==> src/rtl/counter_pkg.sv <==
// rtl/counter_pkg.sv - shared constants and helpers for the modulo-N counter family
package counter_pkg;

    localparam logic DIR_UP   = 1'b1;
    localparam logic DIR_DOWN = 1'b0;

    // Terminal value for a given modulus and direction: top of range when
    // counting up, zero when counting down.
    function automatic longint term_value(input longint modulus, input logic dir);
        return (dir == DIR_UP) ? (modulus - longint'(1)) : longint'(0);
    endfunction

    // Legal configuration: 2..32 bits, modulus fits the width, reset value in range.
    function automatic bit params_legal(input int width, input longint modulus,
                                        input longint reset_val);
        return (width >= 2) && (width <= 32) &&
               (modulus >= longint'(2)) && (modulus <= (longint'(1) << width)) &&
               (reset_val >= longint'(0)) && (reset_val < modulus);
    endfunction

endpackage

==> src/rtl/mod_step.sv <==
// rtl/mod_step.sv - combinational next-value and wrap detection for one count step
module mod_step
    import counter_pkg::*;
#(
    parameter int     WIDTH   = 8,
    parameter longint MODULUS = 256
) (
    input  logic [WIDTH-1:0] q,
    input  logic             up,
    output logic [WIDTH-1:0] next_q,
    output logic             wrap
);

    // The increment is done one bit wider so MODULUS = 2**WIDTH compares cleanly.
    localparam logic [WIDTH:0]   MOD_EXT = (WIDTH + 1)'(MODULUS);
    localparam logic [WIDTH-1:0] MAX_Q   = WIDTH'(MODULUS - longint'(1));

    logic [WIDTH:0] inc;

    // Step one position in the requested direction, wrapping at the range ends.
    always_comb begin
        inc    = {1'b0, q} + (WIDTH + 1)'(1);
        next_q = q;
        wrap   = 1'b0;
        if (up == DIR_UP) begin
            if (inc >= MOD_EXT) begin
                next_q = '0;
                wrap   = 1'b1;
            end else begin
                next_q = inc[WIDTH-1:0];
            end
        end else begin
            if (q == '0) begin
                next_q = MAX_Q;
                wrap   = 1'b1;
            end else begin
                next_q = q - WIDTH'(1);
            end
        end
    end

endmodule

==> src/rtl/mod_updown_counter.sv <==
// rtl/mod_updown_counter.sv - loadable modulo-N up/down counter with one-shot, overflow and compare
module mod_updown_counter
    import counter_pkg::*;
#(
    parameter int     WIDTH     = 8,
    parameter longint MODULUS   = 256,
    parameter longint RESET_VAL = 0
) (
    input  logic             clk,
    input  logic             rst_n,
    input  logic             spe_n,
    input  logic [WIDTH-1:0] p,
    input  logic             cep,
    input  logic             cet,
    input  logic             up,
    input  logic             oneshot,
    input  logic             clr_ovf,
    input  logic [WIDTH-1:0] cmp_val,
    output logic [WIDTH-1:0] q,
    output logic             tc,
    output logic             ovf,
    output logic             done,
    output logic             match
);

    if (!params_legal(WIDTH, MODULUS, RESET_VAL)) begin : g_bad_params
        $error("mod_updown_counter: illegal WIDTH/MODULUS/RESET_VAL combination");
    end

    localparam logic [WIDTH:0]   MOD_EXT = (WIDTH + 1)'(MODULUS);
    localparam logic [WIDTH-1:0] MAX_Q   = WIDTH'(MODULUS - longint'(1));
    localparam logic [WIDTH-1:0] RST_Q   = WIDTH'(RESET_VAL);

    logic [WIDTH-1:0] term;
    logic             at_term;
    logic             step_en;
    logic [WIDTH-1:0] load_val;
    logic [WIDTH-1:0] step_q;
    logic             step_wrap;

    mod_step #(
        .WIDTH   (WIDTH),
        .MODULUS (MODULUS)
    ) u_step (
        .q      (q),
        .up     (up),
        .next_q (step_q),
        .wrap   (step_wrap)
    );

    // Terminal detection, cascade output, count qualification and load clamping.
    always_comb begin
        term     = WIDTH'(term_value(MODULUS, up));
        at_term  = (q == term);
        tc       = cet & at_term;
        step_en  = cep & cet & ~done;
        load_val = ({1'b0, p} >= MOD_EXT) ? MAX_Q : p;
    end

    // Count register and one-shot completion: reset > load > step > hold.
    always_ff @(posedge clk) begin
        if (!rst_n) begin
            q    <= RST_Q;
            done <= 1'b0;
        end else if (!spe_n) begin
            q    <= load_val;
            done <= 1'b0;
        end else if (step_en) begin
            if (oneshot && at_term) begin
                done <= 1'b1;
            end else begin
                q <= step_q;
            end
        end
    end

    // Sticky wrap flag; a wrap on the same edge as a clear keeps the flag set.
    always_ff @(posedge clk) begin
        if (!rst_n) begin
            ovf <= 1'b0;
        end else if (spe_n && step_en && !(oneshot && at_term) && step_wrap) begin
            ovf <= 1'b1;
        end else if (clr_ovf) begin
            ovf <= 1'b0;
        end
    end

    // Compare result lags q by one cycle.
    always_ff @(posedge clk) begin
        if (!rst_n) begin
            match <= 1'b0;
        end else begin
            match <= (q == cmp_val);
        end
    end

endmodule

==> config.mk <==
export PLATFORM = sky130hd
export DESIGN_NAME = mod_updown_counter
export DESIGN_NICKNAME = d
export VERILOG_FILES = /design/src/rtl/counter_pkg.sv /design/src/rtl/mod_step.sv /design/src/rtl/mod_updown_counter.sv
export SDC_FILE = /design/constraint.sdc
export NUM_CORES = 1
export LEC_CHECK = 0
export CORE_MARGIN = 3
export CORE_UTILIZATION = 50
export DETAILED_ROUTE_END_ITERATION = 6
export PLACE_DENSITY = 0.93
export REMOVE_ABC_BUFFERS = 1
export SLEW_MARGIN = 20
export SYNTH_ARGS = -nofsm -noshare
export SYNTH_HDL_FRONTEND = slang
export SYNTH_HIERARCHICAL = 1
export SYNTH_SLANG_ARGS = --single-unit
==> constraint.sdc <==
create_clock -name clk -period 3.5 [get_ports clk]
set_input_delay 0.7 -clock clk [delete_from_list [all_inputs] [get_ports clk]]
set_output_delay 0.7 -clock clk [all_outputs]
set_load 0.02 [all_outputs]
; Word-level counts from Yosys, hierarchy flattened
; Cells that the tools add are included.
[op_classes]
addsub = 2
order_cmp = 1
n_eq_ne = 4
n_mux = 12
n_bitwise = 4
reduce_logical = 10
[ops]
columns = operator, count
row1 = 8-bit two-way mux, 7
row2 = 8-bit == test, 2
row3 = "8-bit by 1-bit adder with 9-bit output, second input constant", 1
row4 = "9-bit greater-or-equal comparator, second input constant", 1
row5 = 8-bit zero test, 1
row6 = "8-bit by 1-bit subtractor with 8-bit output, second input constant", 1
row7 = 2-bit AND reduction, 3
row8 = 1-bit two-way mux, 5
row9 = 1-bit logical AND, 4
row10 = 1-bit bitwise AND, 3
row11 = "2-bit by 1-bit inequality test with 1-bit output, second input constant", 1
row12 = "2-bit inequality test, second input constant", 1
row13 = 2-bit nonzero test, 1
row14 = 1-bit zero test, 1
row15 = 1-bit NOT, 1
[totals]
regBits = 11
input_bits = 24
output_inout_bits = 12
wordCells = 37

; Depth between registers and ports, before layout
[logic_depth]
depth_word = 7
ltp_mapped = 8

; Modules after synthesis
; Netlist, hierarchy kept.
[modules_own_cells]
columns = module, n_inst, cells_per_inst, area_per_inst_um2
row1 = mod_updown_counter, 1, 83, 706.9
row2 = mod_step, 1, 60, 414.1

; Worst setup path before layout
; Ideal clock, no wire load.
[synth_timing]
path_kind = register to output
start = register q[6]
end = output port tc
t_arrival_ps = 1517
t_required_ps = 2800
setup_slack_ps = 1283
stages_incl_launch_ff = 4
path_cell_list = dfxtp_1 or4_4 nor4_1 o21a_1
[synth_via]
elab_chain_cells = 2
[synth_lines]
columns = item, line_no
row1 = start: declaration, mod_updown_counter.sv:19  ; output logic [WIDTH-1:0] q,
row2 = start signal: assignment, mod_updown_counter.sv:66  ; q <= load_val;
row3 = start signal: assignment, mod_updown_counter.sv:72  ; q <= step_q;
row4 = 8-bit == test, mod_updown_counter.sv:54  ; at_term = (q == term);
row5 = 1-bit bitwise AND, mod_updown_counter.sv:55  ; tc = cet & at_term;
row6 = end: declaration, mod_updown_counter.sv:20  ; output logic tc,
; No other way between the ends.

; Worst setup path after layout
[layout_timing]
start = register q[0]
end = output port tc
; The elaborated chain is that of the path after synthesis.

==> results.toml <==
[global_route]
grt_pass1_wl_um = 5270
number_of_antenna_violations_at_the_first_check_in_global_routing = 0
first_global_vias = 1163
global_route.overflow_total = 0
total_routing_usage_gr = 0.246
maximum_number_of_pins_on_one_net_before_global_route_repair = 20

[place]
place.detailed.instances = 200
gp_congestion = 0.884
detailed_place_hpwl_um = 2420
dpl-instance-area_um2 = 1470
place.port_buffers = 35

[synth]
edff_count_synth = 0
yosysTopAreaCellShare = 0.196
synthTopCellsByArea = "dfxtp_1 (20%), o31ai_1 (7.4%), nand4_1 (7.3%)"
synth_sequential_area_ratio = 0.196
ys_ff_latch = 11
synthesis.area_per_instance_um2 = 7.84
asyncSetResetFlopFracSynth = 0
ys_dominant_reg_cell = "dfxtp_1"
ys.warnings.count = 6
syn_inst = 143
synth.distinct_cells = 42
synth_top_cell_by_area = "dfxtp_1"
netlist_area_um2 = 1120

[final_layout]
post_route_cells_drive_above_1_share = 0.0960
design.final.nets = 205
syn_to_final_growth_pct = 33.7
postLayoutCoreUtil = 0.734
footprint_of_the_multi_input_gates_um2 = 823
total_non_filler_cell_area_in_the_finished_layout_um2 = 1500
diodes = 0
area.sequential_um2 = 220
instances_no_fill = 204
final.fill_count = 176

[sta]
final.period_utilization = 0.860
finalSetupViolCount = 0
drv_slew = 0
setup-tns-final_ns = 0
worst_slew_margin_rel = 0.595
fmax_mhz = 332
timing.final.hold_violations = 0
setup_repair_after_global_routing_missed_its_margin = "no"
max_slew.worst_pin.slew_ns = 0.607
finClkSkew_ns = 0.00266
period_minus_slack_ns = 3.01

[min_path]
hold_depth = 1
hold_path.class = "flop to flop"
worstHoldEndpoint = "done$_SDFFE_PN0P_"
hold_start = "done$_SDFFE_PN0P_"

[cts]
clock_transition_time_at_the_flip_flop_clock_pins_of_the_worst_setup_and_hold_paths_ns = 0.07
clock_tree.root_cell = "clkbuf_4"
cts_repair_resize_count = 0
cts_max_path_buffers = 2
cts_htree_levels = 1
cts_tree = "built"
cts_made_buffers = 3
cts-hold-fix-buffers = 0
clkLatencyLatePin_ns = 0.26
clkSinkCount = 11
post_cts_buffers = 0

[worst_setup_path]
worst-r2r-setup-slack_ns = 1.28
worst_ep_arrival_time_ns = 2.31
critPathTopFamily = "simple AND/OR/NAND/NOR gates"
critPathCaptureType = "output pin"
rr_worst_depth = 7
crit_required_ns = 2.80
crit_fanout = 13
r2r-start = "q[4]$_SDFFE_PN0P_"
worstSetupStartpoint = "q[0]$_SDFFE_PN0P_"
worst_path_largest_cell_delay_ns = 0.60
crit_type = "flop to output pin"
r2r-end = "ovf$_SDFFE_PN0P_"
cp.buffers_inverters = 1
critical_path.startpoint_type = "flop"
worstPathCellList = "or4_4 > nor4_1 > o21a_1 > clkdlybuf4s50_1"
crit_slowest_cell = "clkdlybuf4s50_1"

[floorplanning]
starting_density_of_the_core = 0.549
chipWidth_um = 53.4
die-area_um2 = 2850
die_height_um = 53.4
core_box_area_um2 = 2040
placement_rows = 16
io_pins = 36

[routing]
detailedRoute.firstIterationViolations = 57
drt_pre_antenna_iters = 5
route.detailed.drc = 0
via_count = 1308
avgRoutedWirePerCell_um = 16.5
routed_via_density = 6.41
ant_nets = 0
totalWireLength_um = 3370

[power_and_ir_drop]
peakVddDrop_mv = 0.331
p_leak_uw = 0.000518
power_density_nw_per_um2 = 271

[job]
cap_violations = 0

[run_status]
outcome = "finished clean"
[power by group]
| part | internal, uW | leakage (uW) | switching [uW] | total (uW) |
|---|---|---|---|---|
| clock network | 44.0 | 0.0000150 | 44.0 | 88.0 |
| logic | 84.4 | 0.000412 | 79.4 | 164 |
| registers | 132 | 0.0000908 | 22.5 | 155 |
| total | 261 | 0.000518 | 146 | 407 |
[how the worst max path moves through the flow]
stage          endpoint  slack [ns]  depth (start not counted)
3_3_place_gp         tc        0.58                          5
2_1_floorplan        tc        1.28                          3
3_5_place_dp         tc        0.56                          5
6_report             tc        0.49                          4
4_1_cts              tc        0.49                          4
5_1_grt              tc        0.39                          4
[routing by layer]
metal	part of all wire	vias up	track usage
met4	0.015	0	0.0766
li1	-	629	-
met1	0.41	596	0.303
met5	0	-	0
met3	0.097	6	0.0479
met2	0.48	77	0.422
[layout by cell type, fill, tap and decap left out, types with 3 or more instances in the layout]
| cell type | n |
|---|---|
| o21ai_0 | 13 |
| xor2_1 | 4 |
| dfxtp_1 | 11 |
| clkdlybuf4s50_1 | 35 |
| or4_4 | 3 |
| xnor2_1 | 7 |
| buf_4 | 4 |
| or3_1 | 3 |
| nand2_1 | 7 |
| nand3_1 | 5 |
| inv_1 | 4 |
| o31ai_1 | 11 |
| a31oi_1 | 8 |
| nor4_1 | 4 |
| clkbuf_4 | 3 |
| nor2_1 | 7 |
| nor3_1 | 4 |
| a21oi_1 | 3 |
| ha_1 | 3 |
| nand4_1 | 13 |
[cell usage after synthesis (all sizes together) (2+ instances only)]
cell type,count
inv,4
dfxtp,11
clkbuf,7
nand3,5
o31a,2
or2,2
ha,3
nor3,4
or2b,2
o211a,2
o21a,2
buf,2
nor4,5
nand2,7
or3,3
o21ai,14
a31oi,8
nand4,13
a21oi,4
xnor2,7
o31ai,11
xor2,4
nor2,7
or4,3
[worst register-to-register path: stages (launching register included)]
cell,delay (ns)
dfxtp_1,0.46
or4_4,0.64
nor4b_4,0.31
nand2b_1,0.16
o21ai_0,0.11
nand2_1,0.07
nor4_1,0.23
o21a_1,0.18
[stage by stage]
| step | hold WS [ns] | setup slack, ns | total power [uW] |
|---|---|---|---|
| after floorplan | 0.651 | 1.28 | 244 |
| after global placement | 0.523 | 0.584 | 311 |
| after detailed placement | 0.551 | 0.559 | 317 |
| after CTS | 0.576 | 0.492 | 406 |
| after global routing | 0.599 | 0.386 | 427 |
| final | 0.565 | 0.491 | 407 |
[logic make-up (layout without fill, tap and decap cells)]
family          after synthesis  after routing  synth area share
compound gates               47             47             0.279
xor+xnor                     11             11            0.0859
fa+ha+maj                     3              3            0.0335
buf+inv                      13             47            0.0692
flops                        11             11             0.196
mux                           1              1           0.00893
simple gates                 57             57             0.327
[state kept, by name, summed over array words and instances, names as in the netlist]
register  cells
q             8
match         1
ovf           1
done          1
[final cells by class]
type / count / area share
Clock buffer: 4 / 0.0175
Multi-Input combinational cell: 119 / 0.549
Sequential cell: 11 / 0.147
Inverter: 4 / 0.0100
Tap cell: 27 / 0.0225
Timing Repair Buffer: 39 / 0.254
(Power assumes the default switching activity.)
